`src/rtl/decoder7_pkg.sv`:
```
// decoder7_pkg: shared widths, types and reset value for the registered 3-to-8 decoder
package decoder7_pkg;
    localparam int SEL_W = 3;
    localparam int OUT_W = 8;
    typedef logic [SEL_W-1:0] sel_t;
    typedef logic [OUT_W-1:0] dec_t;
    localparam dec_t DEC_RST_VAL = 8'h00;
endpackage

```
`src/rtl/decoder7_mux8_1.sv`:
```
// mux8_1: single-bit 8:1 mux selecting d[sel]
module mux8_1
    import decoder7_pkg::*;
(
    input  dec_t d,
    input  sel_t sel,
    output logic y
);
    assign y = d[sel];
endmodule

```
`src/rtl/decoder7.sv`:
```
// decoder7: registered one-hot decode of {A,B,C}, one mux per output bit
module decoder7
    import decoder7_pkg::*;
(
    input  logic clk,
    input  logic rst,
    input  logic A,
    input  logic B,
    input  logic C,
    output dec_t FINAL_OUT
);
    sel_t sel;
    dec_t dec;
    assign sel = {A, B, C};
    genvar n;
    generate
        for (n = 0; n < OUT_W; n++) begin : g_bit
            localparam dec_t D = dec_t'(1) << n;
            mux8_1 u_mux (.d(D), .sel(sel), .y(dec[n]));
        end
    endgenerate
    // register the decode; reset clears the word without waiting for clk
    always_ff @(posedge clk or posedge rst)
        if (rst) FINAL_OUT <= DEC_RST_VAL;
        else     FINAL_OUT <= dec;
endmodule

```
`config.mk`:
```
export PLATFORM = sky130hd
export DESIGN_NAME = decoder7
export DESIGN_NICKNAME = d
export VERILOG_FILES = /design/src/rtl/decoder7_pkg.sv /design/src/rtl/decoder7_mux8_1.sv /design/src/rtl/decoder7.sv
export SDC_FILE = /design/constraint.sdc
export NUM_CORES = 1
export LEC_CHECK = 0
export CAP_MARGIN = 20
export CORE_AREA = 2 2 39 41
export CTS_CLUSTER_DIAMETER = 80
export DETAILED_ROUTE_END_ITERATION = 12
export DIE_AREA = 0 0 41 43
export MAX_ROUTING_LAYER = met4
export PLACE_DENSITY = 0.54
export SYNTH_ARGS = -nofsm -noshare
export SYNTH_HDL_FRONTEND = slang
export SYNTH_SLANG_ARGS = --single-unit
```
`constraint.sdc`:
```
create_clock -name clk -period 0.9 [get_ports clk]
set_clock_uncertainty 0.05 [all_clocks]
set_input_delay 0.18 -clock clk [delete_from_list [all_inputs] [get_ports clk]]
set_output_delay 0.18 -clock clk [all_outputs]
set_load 0.1 [all_outputs]
```
==> results.txt, run 1 <==
Starting Density = 19.4%
DP Worst Slack = -0.267 ns
CTS H-Tree Depth = 1
Register Area = 210 um^2
Max cap viols = 0
FMAX = 945 MHz
Fin crit share = 118%
# fillers = 135
Non-Filler Instances = 48
Ports = 13
XOR/XNOR Fraction of Synth Area = 0%
Iteration-0 DRC Markers = 2
Final worst path period need = 1.06 ns
Top flop regs = FINAL_OUT: 8 flops
Synth Area in Compound Gates = 0%
Placed Instances = 45
Adder-cell share of the synthesized area = 0%
Commonest cells after routing, fill and taps aside = dfrtp_2, buf_12, and3b_2, clkbuf_4, dlymetal6s2s_1
Layout Nets = 39
CP required = 0.67 ns
Layout area overhead = 98.6%
Pint = 0.607 mW
GRT Residual Overflow = 0
Worst Tran Pin Value = 0.286 ns
Clk sinks = 8
Post-CTS Setup Inserts = 0
Worst path max stage delay = 0.41 ns
Detailed Place HPWL = 343 um
CP top delay family = flip-flops
Crit path launch type = register
Yosys warning count = 0
Worst path buffer plus inverter count = 1
CP max-delay cell = dfrtp_2
Yosys reg bits = 8
Logic pwr share = 24.4%
CTS hold repair buffers = 0
Hold crit path type = in2async
Clock buffer depth = 2
Post-route cell area = 534 um^2
Normalized max-slew margin = 80.9%
Gr usage total = 7.41%
Die footprint = 1760 um^2
Leakage = 0.257 nW
Slew Limit Fails = 0
Multi-input logic area = 70.1 um^2
Power, Total = 0.860 mW
Sequential-to-total area share from yosys stat = 74.4%
WS Path Type = reg2out
Failing checks = negative setup slack
Cell Pwr Density = 1610 nW/um^2
Synth Instances = 17
RSZ-0062 raised after global routing = true
Final Setup Violations = 8
Final Worst Setup Slack = -0.158 ns
Sw frac = 29.5%
Core Box Area = 1380 um^2
Fin. Hold Viols = 0
Status = finished with violations
Routed via count = 185
Mapped Nets = 22
Rows = 14
Root Buffer = clkbuf_4
Avg Inst Size Synth = 15.8 um^2
CTS tree = built
Max FO, Critical Path = 1
Maximum vdd drop = 0.553 mV
First drt pass iteration count = 4
Ratio of cells with drive above 1 in the final layout = 75.0%
Largest net degree at the start of global routing = 9
Worst setup EP type = primary output
DP Area = 499 um^2
Die Ht = 43 um
Antenna violations before repair = 0
Clk slew on worst S/H paths = 0.05 ns
# DRC = 0
Critical path, cell by cell = buf_12
Core Util, Final = 38.6%
# port buffers = 12
Largest Register = FINAL_OUT
Clock network power share = 30.5%
Mux cell area share after synthesis = 0%
Die W = 41 um
Num CTS Buffers = 3
Critical path arrival = 0.83 ns
Sequential power share = 45.1%
N_diodes = 0
Net Sw Power = 0.254 mW
Vias in the first global route = 182
Placer Congestion = 0.653
First-pass GRT wire length = 800 um
Routed len/inst = 9.85 um
Synth cell types = 6
Max reg flops = 8
Routed Antenna Nets = 0
Cell Area, Synth = 269 um^2
Vias per cell = 3.85
Final wirelength = 473 um
Simple-Gate Fraction of Synth Area = 24.2%
Largest family of logic cells by synthesized area = simple AND/OR/NAND/NOR gates
==> stage by stage <==
step           hold slack [ns]  setup TNS [ns]
2_1_floorplan          -0.0543               0
3_3_place_gp             0.396           -1.65
3_5_place_dp             0.399           -1.76
4_1_cts                  0.133           -1.32
5_1_grt                  0.162           -1.45
6_report                 0.128           -1.22
==> power by group through the flow <==
stage	Clock (mW)	Combinational (mW)	Sequential [mW]
finish	0.263	0.210	0.388
global route	0.298	0.219	0.389
CTS	0.276	0.211	0.388
detailed placement	0	0.211	0.394
global placement	0	0.210	0.394
floorplan	0	0.0183	0.489
==> worst max-delay path by stage <==
stage	from	to	slack [ns]	cells past startpoint
3_5_place_dp	C	FINAL_OUT[6]$_DFF_PP0_	-0.27	2
2_1_floorplan	FINAL_OUT[0]$_DFF_PP0_	FINAL_OUT[0]	0.02	0
4_1_cts	FINAL_OUT[2]$_DFF_PP0_	FINAL_OUT[2]	-0.17	1
5_1_grt	FINAL_OUT[2]$_DFF_PP0_	FINAL_OUT[2]	-0.19	1
6_report	FINAL_OUT[2]$_DFF_PP0_	FINAL_OUT[2]	-0.16	1
3_3_place_gp	B	FINAL_OUT[5]$_DFF_PP0_	-0.24	2
==> synthesized netlist by cell type (all sizes together) <==
master  count  share of area (%)
and3b       3                 11
and3        1                2.8
nor3b       3                8.4
inv         1                1.4
nor3        1                1.9
dfrtp       8                 74
==> cell type report <==
class	instances	area share, %
inverter	1	0.703
clock buffer	3	4.22
multi-input combinational	8	13.1
tap	16	3.75
sequential	8	39.3
timing repair buffer	12	38.9
==> what timing repair did <==
item                       4_1_cts  5_1_grt
hold endpoints to repair         0        0
setup endpoints to repair        8       13
resized for setup                0        4
==> kinds of logic after synthesis <==
kind of cell / after synthesis
flops: 8
simple gates: 8
buf+inv: 1
==> per-layer routing <==
metal | routed length (um) | global-route usage, % | share of wire, %
met2 | 192 | 7.50 | 41
met5 | 0 | - | 0
met4 | 0 | 6.00 | 0
met1 | 206 | 10.1 | 44
met3 | 74 | 4.19 | 16
Power figures use the tool's default switching activity.
==> run 2, diff against run 1 <==
--- a/config.mk
+++ b/config.mk
@@ -5,13 +5,13 @@
 export SDC_FILE = /design/constraint.sdc
 export NUM_CORES = 1
 export LEC_CHECK = 0
-export CAP_MARGIN = 20
 export CORE_AREA = 2 2 39 41
 export CTS_CLUSTER_DIAMETER = 80
 export DETAILED_ROUTE_END_ITERATION = 12
 export DIE_AREA = 0 0 41 43
 export MAX_ROUTING_LAYER = met4
 export PLACE_DENSITY = 0.54
+export RECOVER_POWER = 50
 export SYNTH_ARGS = -nofsm -noshare
 export SYNTH_HDL_FRONTEND = slang
 export SYNTH_SLANG_ARGS = --single-unit
==> run 2 against run 1 <==
Net effect:
- the flow still finishes with violations (negative setup slack)
- hold slack better by 0.079 ns
- setup slack hardly changed
- via count stayed put
- final cell count stayed put
- critical path type unchanged
==> results.txt, run 2 (same netlist as run 1, synthesis figures left out) <==
Status = finished with violations
Failing checks = negative setup slack
Placed Instances = 45 (unchanged)
Max cap viols = 0 (unchanged)
Placer Congestion = 0.653 (unchanged)
Wire length on met2 = 190 um (-1.0%)
Critical path, cell by cell = buf_12
N_diodes = 0 (unchanged)
Routed Antenna Nets = 0 (unchanged)
Leakage = 0.233 nW (-9.1%)
Setup TNS = -1.22 ns (-0.000450 ns)
Worst path max stage delay = 0.41 ns (about the same)
Worst setup EP type = primary output
RSZ-0062 raised after global routing = true
FMAX = 945 MHz (about the same)
CTS tree = built
Gr usage total = 7.41% (unchanged)
# port buffers = 12 (unchanged)
Power, Total = 0.855 mW (-0.64%)
Ports = 13 (unchanged)
Worst setup path startpoint = FINAL_OUT[2]$_DFF_PP0_
Largest Register = FINAL_OUT
Largest net degree at the start of global routing = 9 (unchanged)
Rows = 14 (unchanged)
Die Ht = 43 um (unchanged)
Slew Limit Fails = 0 (unchanged)
CTS hold repair buffers = 0 (unchanged)
Critical path arrival = 0.83 ns (about the same)
Final Worst Setup Slack = -0.158 ns (-0.0000740 ns)
Layout area overhead = 92.1%
DP Worst Slack = -0.267 ns (unchanged)
CP required = 0.67 ns (about the same)
Depth of the worst hold-timing path = 2
Root Buffer = clkbuf_4
Clk slew on worst S/H paths = 0.05 ns (about the same)
Final wirelength = 475 um (+0.42%)
Non-Filler Instances = 48 (unchanged)
Post-route cell area = 517 um^2 (-3.3%)
Fin. Hold Viols = 0 (unchanged)
Clk sinks = 8 (unchanged)
Clock buffer depth = 2 (unchanged)
Core Util, Final = 37.3% (-1.3 points)
Cell Pwr Density = 1650 nW/um^2 (+2.7%)
Maximum vdd drop = 0.533 mV (-3.6%)
Worst Tran Pin Value = 0.286 ns (+0.00000191 ns)
DP Area = 499 um^2 (unchanged)
CTS H-Tree Depth = 1 (unchanged)
Num CTS Buffers = 3 (unchanged)
Final worst path period need = 1.06 ns (+0.0000740 ns)
Layout Nets = 39 (unchanged)
Met3 WL = 75 um (+1.4%)
Hold crit path type = in2reg
Routed via count = 185 (unchanged)
CP top delay family = flip-flops
Commonest cells after routing, fill and taps aside = dfrtp_2, buf_12, and3b_2, clkbuf_4
Max FO, Critical Path = 1 (unchanged)
Top flop regs = FINAL_OUT: 8 flops
CP max-delay cell = dfrtp_2
Max reg flops = 8 (unchanged)
Die W = 41 um (unchanged)
Highest metal used = met3
First-pass GRT wire length = 800 um (unchanged)
Final Setup Violations = 8 (unchanged)
Starting Density = 19.4% (unchanged)
Routed len/inst = 9.90 um (+0.42%)
Normalized max-slew margin = 80.9% (about the same)
Vias in the first global route = 182 (unchanged)
Hold_ws = 0.206 ns (+0.0787 ns)
GRT Residual Overflow = 0 (unchanged)
WS Path Type = reg2out
Die footprint = 1760 um^2 (unchanged)
Worst setup path end = FINAL_OUT[2]
Iteration-0 DRC Markers = 2 (unchanged)
Fin crit share = 118% (about the same)
Ratio of cells with drive above 1 in the final layout = 75.0% (unchanged)
Metal1 wirelength = 209 um (+1.5%)
Crit path launch type = register
# DRC = 0 (unchanged)
First drt pass iteration count = 4 (unchanged)
Worst path depth = 1 (unchanged)
Antenna violations before repair = 0 (unchanged)
Core Box Area = 1380 um^2 (unchanged)
Detailed Place HPWL = 343 um (unchanged)
Worst path buffer plus inverter count = 1 (unchanged)
Vias per cell = 3.85 (unchanged)
==> run 2: changes by cell type in the layout (fill, tap and decap cells not counted), sizes merged <==
cell,delta
clkbuf,+2
clkdlybuf4s50,-1
dlygate4sd3,+1
dlymetal6s2s,-2
==> run 2: how the worst min path moves through the flow <==
stage                                  end  start  slack [ns]
floorplan           FINAL_OUT[0]$_DFF_PP0_    rst       -0.05
global placement    FINAL_OUT[5]$_DFF_PP0_    rst        0.40
detailed placement  FINAL_OUT[3]$_DFF_PP0_    rst        0.40
CTS                 FINAL_OUT[3]$_DFF_PP0_    rst        0.13
global route        FINAL_OUT[1]$_DFF_PP0_      B        0.25
finish              FINAL_OUT[4]$_DFF_PP0_      B        0.21
==> run 2: what timing repair did <==
item                                    CTS  global route
setup buffers                             0             0
endpoints found under the setup margin    8            13
resized for setup                         0             4
==> run 2: area by class of cell <==
type | instances | area, um^2
Clock buffer | 3 | 22.5
Fill cell | 137 | 867
Tap cell | 16 | 20.0
Multi-Input combinational cell | 8 | 70.1
Timing Repair Buffer | 12 | 190
Inverter | 1 | 3.75
Sequential cell | 8 | 210
==> run 2: report_power, final <==
part	total [mW]	internal, mW	switching, mW
Combinational	0.204	0.0725	0.132
Sequential	0.388	0.377	0.0113
Clock	0.263	0.152	0.111
==> run 2: per-layer routing <==
metal  global-route usage (%)  vias up
li1                         -       88
met1                     10.1       82
met2                     7.50       15
met3                     4.19        0
met4                     6.00        0
met5                        -        -
==> run 3, diff against run 2 <==
--- a/config.mk
+++ b/config.mk
@@ -5,12 +5,14 @@
 export SDC_FILE = /design/constraint.sdc
 export NUM_CORES = 1
 export LEC_CHECK = 0
+export CELL_PAD_IN_SITES_DETAIL_PLACEMENT = 1
+export CELL_PAD_IN_SITES_GLOBAL_PLACEMENT = 1
 export CORE_AREA = 2 2 39 41
 export CTS_CLUSTER_DIAMETER = 80
 export DETAILED_ROUTE_END_ITERATION = 12
 export DIE_AREA = 0 0 41 43
 export MAX_ROUTING_LAYER = met4
-export PLACE_DENSITY = 0.54
+export PLACE_DENSITY = 0.63
 export RECOVER_POWER = 50
 export SYNTH_ARGS = -nofsm -noshare
 export SYNTH_HDL_FRONTEND = slang
==> run 3 against run 2 <==
Net effect:
- the flow still finishes with violations (negative setup slack)
- critical path type unchanged
- sequential share of layout area is 0.098 points lower
- maximum frequency fell by 0.58%
- highest routed layer is now met4
- critical path depth is the same
- clock-buffer cell count stayed put
- utilization up 0.090 points
- final cell count is the same
- clock power is essentially flat
==> results.txt, run 3 (same netlist as run 1, synthesis figures left out) <==
Core Box Area = 1380 um^2 (unchanged)
DP Area = 499 um^2 (unchanged)
Fin. Hold Viols = 0 (unchanged)
Clk sinks = 8 (unchanged)
Max FO, Critical Path = 1 (unchanged)
Final worst path period need = 1.06 ns (+0.00620 ns)
Largest net degree at the start of global routing = 9 (unchanged)
Routed Antenna Nets = 0 (unchanged)
CP max-delay cell = dfrtp_2
Crit path launch type = register
WS Path Type = reg2out
Vias per cell = 4.06 (+5.4%)
Layout area overhead = 92.6%
Status = finished with violations
Num CTS Buffers = 3 (unchanged)
Vias in the first global route = 232 (+27%)
Final Worst Setup Slack = -0.164 ns (-0.00620 ns)
Maximum vdd drop = 0.908 mV (+70%)
Routed len/inst = 12.8 um (+29%)
Hold crit path type = in2async
CTS tree = built
# DRC = 0 (unchanged)
RSZ-0062 raised after global routing = true
Largest Register = FINAL_OUT
Die footprint = 1760 um^2 (unchanged)
Normalized max-slew margin = 80.8% (-0.12 points)
Critical path, cell by cell = buf_12
Core Util, Final = 37.4% (+0.090 points)
Antenna violations before repair = 0 (unchanged)
Post-CTS Setup Inserts = 0 (unchanged)
Fin crit share = 118% (+0.69 points)
Cell Pwr Density = 1660 nW/um^2 (+0.15%)
Worst setup EP type = primary output
Commonest cells after routing, fill and taps aside = dfrtp_2, buf_12
Placer Congestion = 0.652 (-0.23%)
Rows = 14 (unchanged)
Post-route cell area = 518 um^2 (+0.24%)
CP top delay family = flip-flops
Placed Instances = 45 (unchanged)
Ports = 13 (unchanged)
Worst path buffer plus inverter count = 1 (unchanged)
Slew Limit Fails = 0 (unchanged)
DP Worst Slack = -0.295 ns (-0.0278 ns)
Final wirelength = 614 um (+29%)
Failing checks = negative setup slack
Max cap viols = 0 (unchanged)
Leakage = 0.232 nW (-0.62%)
Clock buffer depth = 2 (unchanged)
Power, Total = 0.858 mW (+0.40%)
CTS hold repair buffers = 0 (unchanged)
First drt pass iteration count = 2 (-2)
Ratio of cells with drive above 1 in the final layout = 71.9% (-3.1 points)
Iteration-0 DRC Markers = 8 (+6)
Critical path arrival = 0.83 ns (about the same)
First-pass GRT wire length = 1.06 mm (+33%)
Worst Tran Pin Value = 0.288 ns (+0.00174 ns)
Worst path max stage delay = 0.41 ns (about the same)
CTS H-Tree Depth = 1 (unchanged)
GRT Residual Overflow = 0 (unchanged)
Non-Filler Instances = 48 (unchanged)
Gr usage total = 9.81% (+2.4 points)
FMAX = 940 MHz (-0.58%)
Max reg flops = 8 (unchanged)
# fillers = 153 (+12%)
Die Ht = 43 um (unchanged)
Root Buffer = clkbuf_4
Routed via count = 195 (+5.4%)
CP required = 0.67 ns (about the same)
Final Setup Violations = 8 (unchanged)
Layout Nets = 39 (unchanged)
Clk slew on worst S/H paths = 0.05 ns (about the same)
Starting Density = 19.4% (unchanged)
# port buffers = 12 (unchanged)
Die W = 41 um (unchanged)
N_diodes = 0 (unchanged)
Top flop regs = FINAL_OUT: 8 flops
==> run 3: changes by cell type in the layout (fill, tap and decap cells not counted) <==
| cell | change |
|---|---|
| clkbuf_1 | -2 |
| nor3b_2 | -1 |
| dlygate4sd2_1 | +3 |
| dlymetal6s2s_1 | -1 |
| nor3b_1 | +1 |
==> run 3: power by group <==
part           total [mW]  switching, mW  leakage (nW)  internal, mW
sequential          0.389         0.0118        0.0956         0.377
combinational       0.206          0.133         0.123        0.0732
clock               0.263          0.112        0.0138         0.152
==> run 3: what timing repair did <==
item | CTS | global route
resized for setup | 3 | 0
setup endpoints to repair | 11 | 8
pin swaps | 0 | 0
cloned | 0 | 0
==> run 3: metrics by stage <==
step           setup TNS [ns]  hold slack [ns]
2_1_floorplan               0          -0.0543
3_3_place_gp            -1.64            0.393
3_5_place_dp            -1.94            0.386
4_1_cts                 -1.35            0.122
5_1_grt                 -1.48            0.279
6_report                -1.26            0.257
==> run 3: layout make-up <==
class | instances | area [um^2] | area share (%)
clock buffer | 3 | 22.5 | 4.35
inverter | 1 | 3.75 | 0.725
multi-input combinational | 8 | 65.1 | 12.6
sequential | 8 | 210 | 40.6
tap | 16 | 20.0 | 3.86
timing repair buffer | 12 | 196 | 37.9
==> run 3: how the worst max path moves through the flow <==
stage	startpoint	end	slack (ns)	cells after the start
6_report	FINAL_OUT[4]$_DFF_PP0_	FINAL_OUT[4]	-0.16	1
5_1_grt	FINAL_OUT[1]$_DFF_PP0_	FINAL_OUT[1]	-0.19	1
4_1_cts	FINAL_OUT[1]$_DFF_PP0_	FINAL_OUT[1]	-0.17	1
3_3_place_gp	A	FINAL_OUT[3]$_DFF_PP0_	-0.24	2
2_1_floorplan	FINAL_OUT[0]$_DFF_PP0_	FINAL_OUT[0]	0.02	0
3_5_place_dp	C	FINAL_OUT[6]$_DFF_PP0_	-0.29	2
==> run 3: layer usage <==
layer / track usage (%) / vias up / share of wire [%]
met5: - / - / 0
met1: 10.4 / 88 / 35
met2: 12.8 / 16 / 49
li1: - / 89 / -
met4: 4.00 / 0 / 0.81
met3: 8.38 / 2 / 15
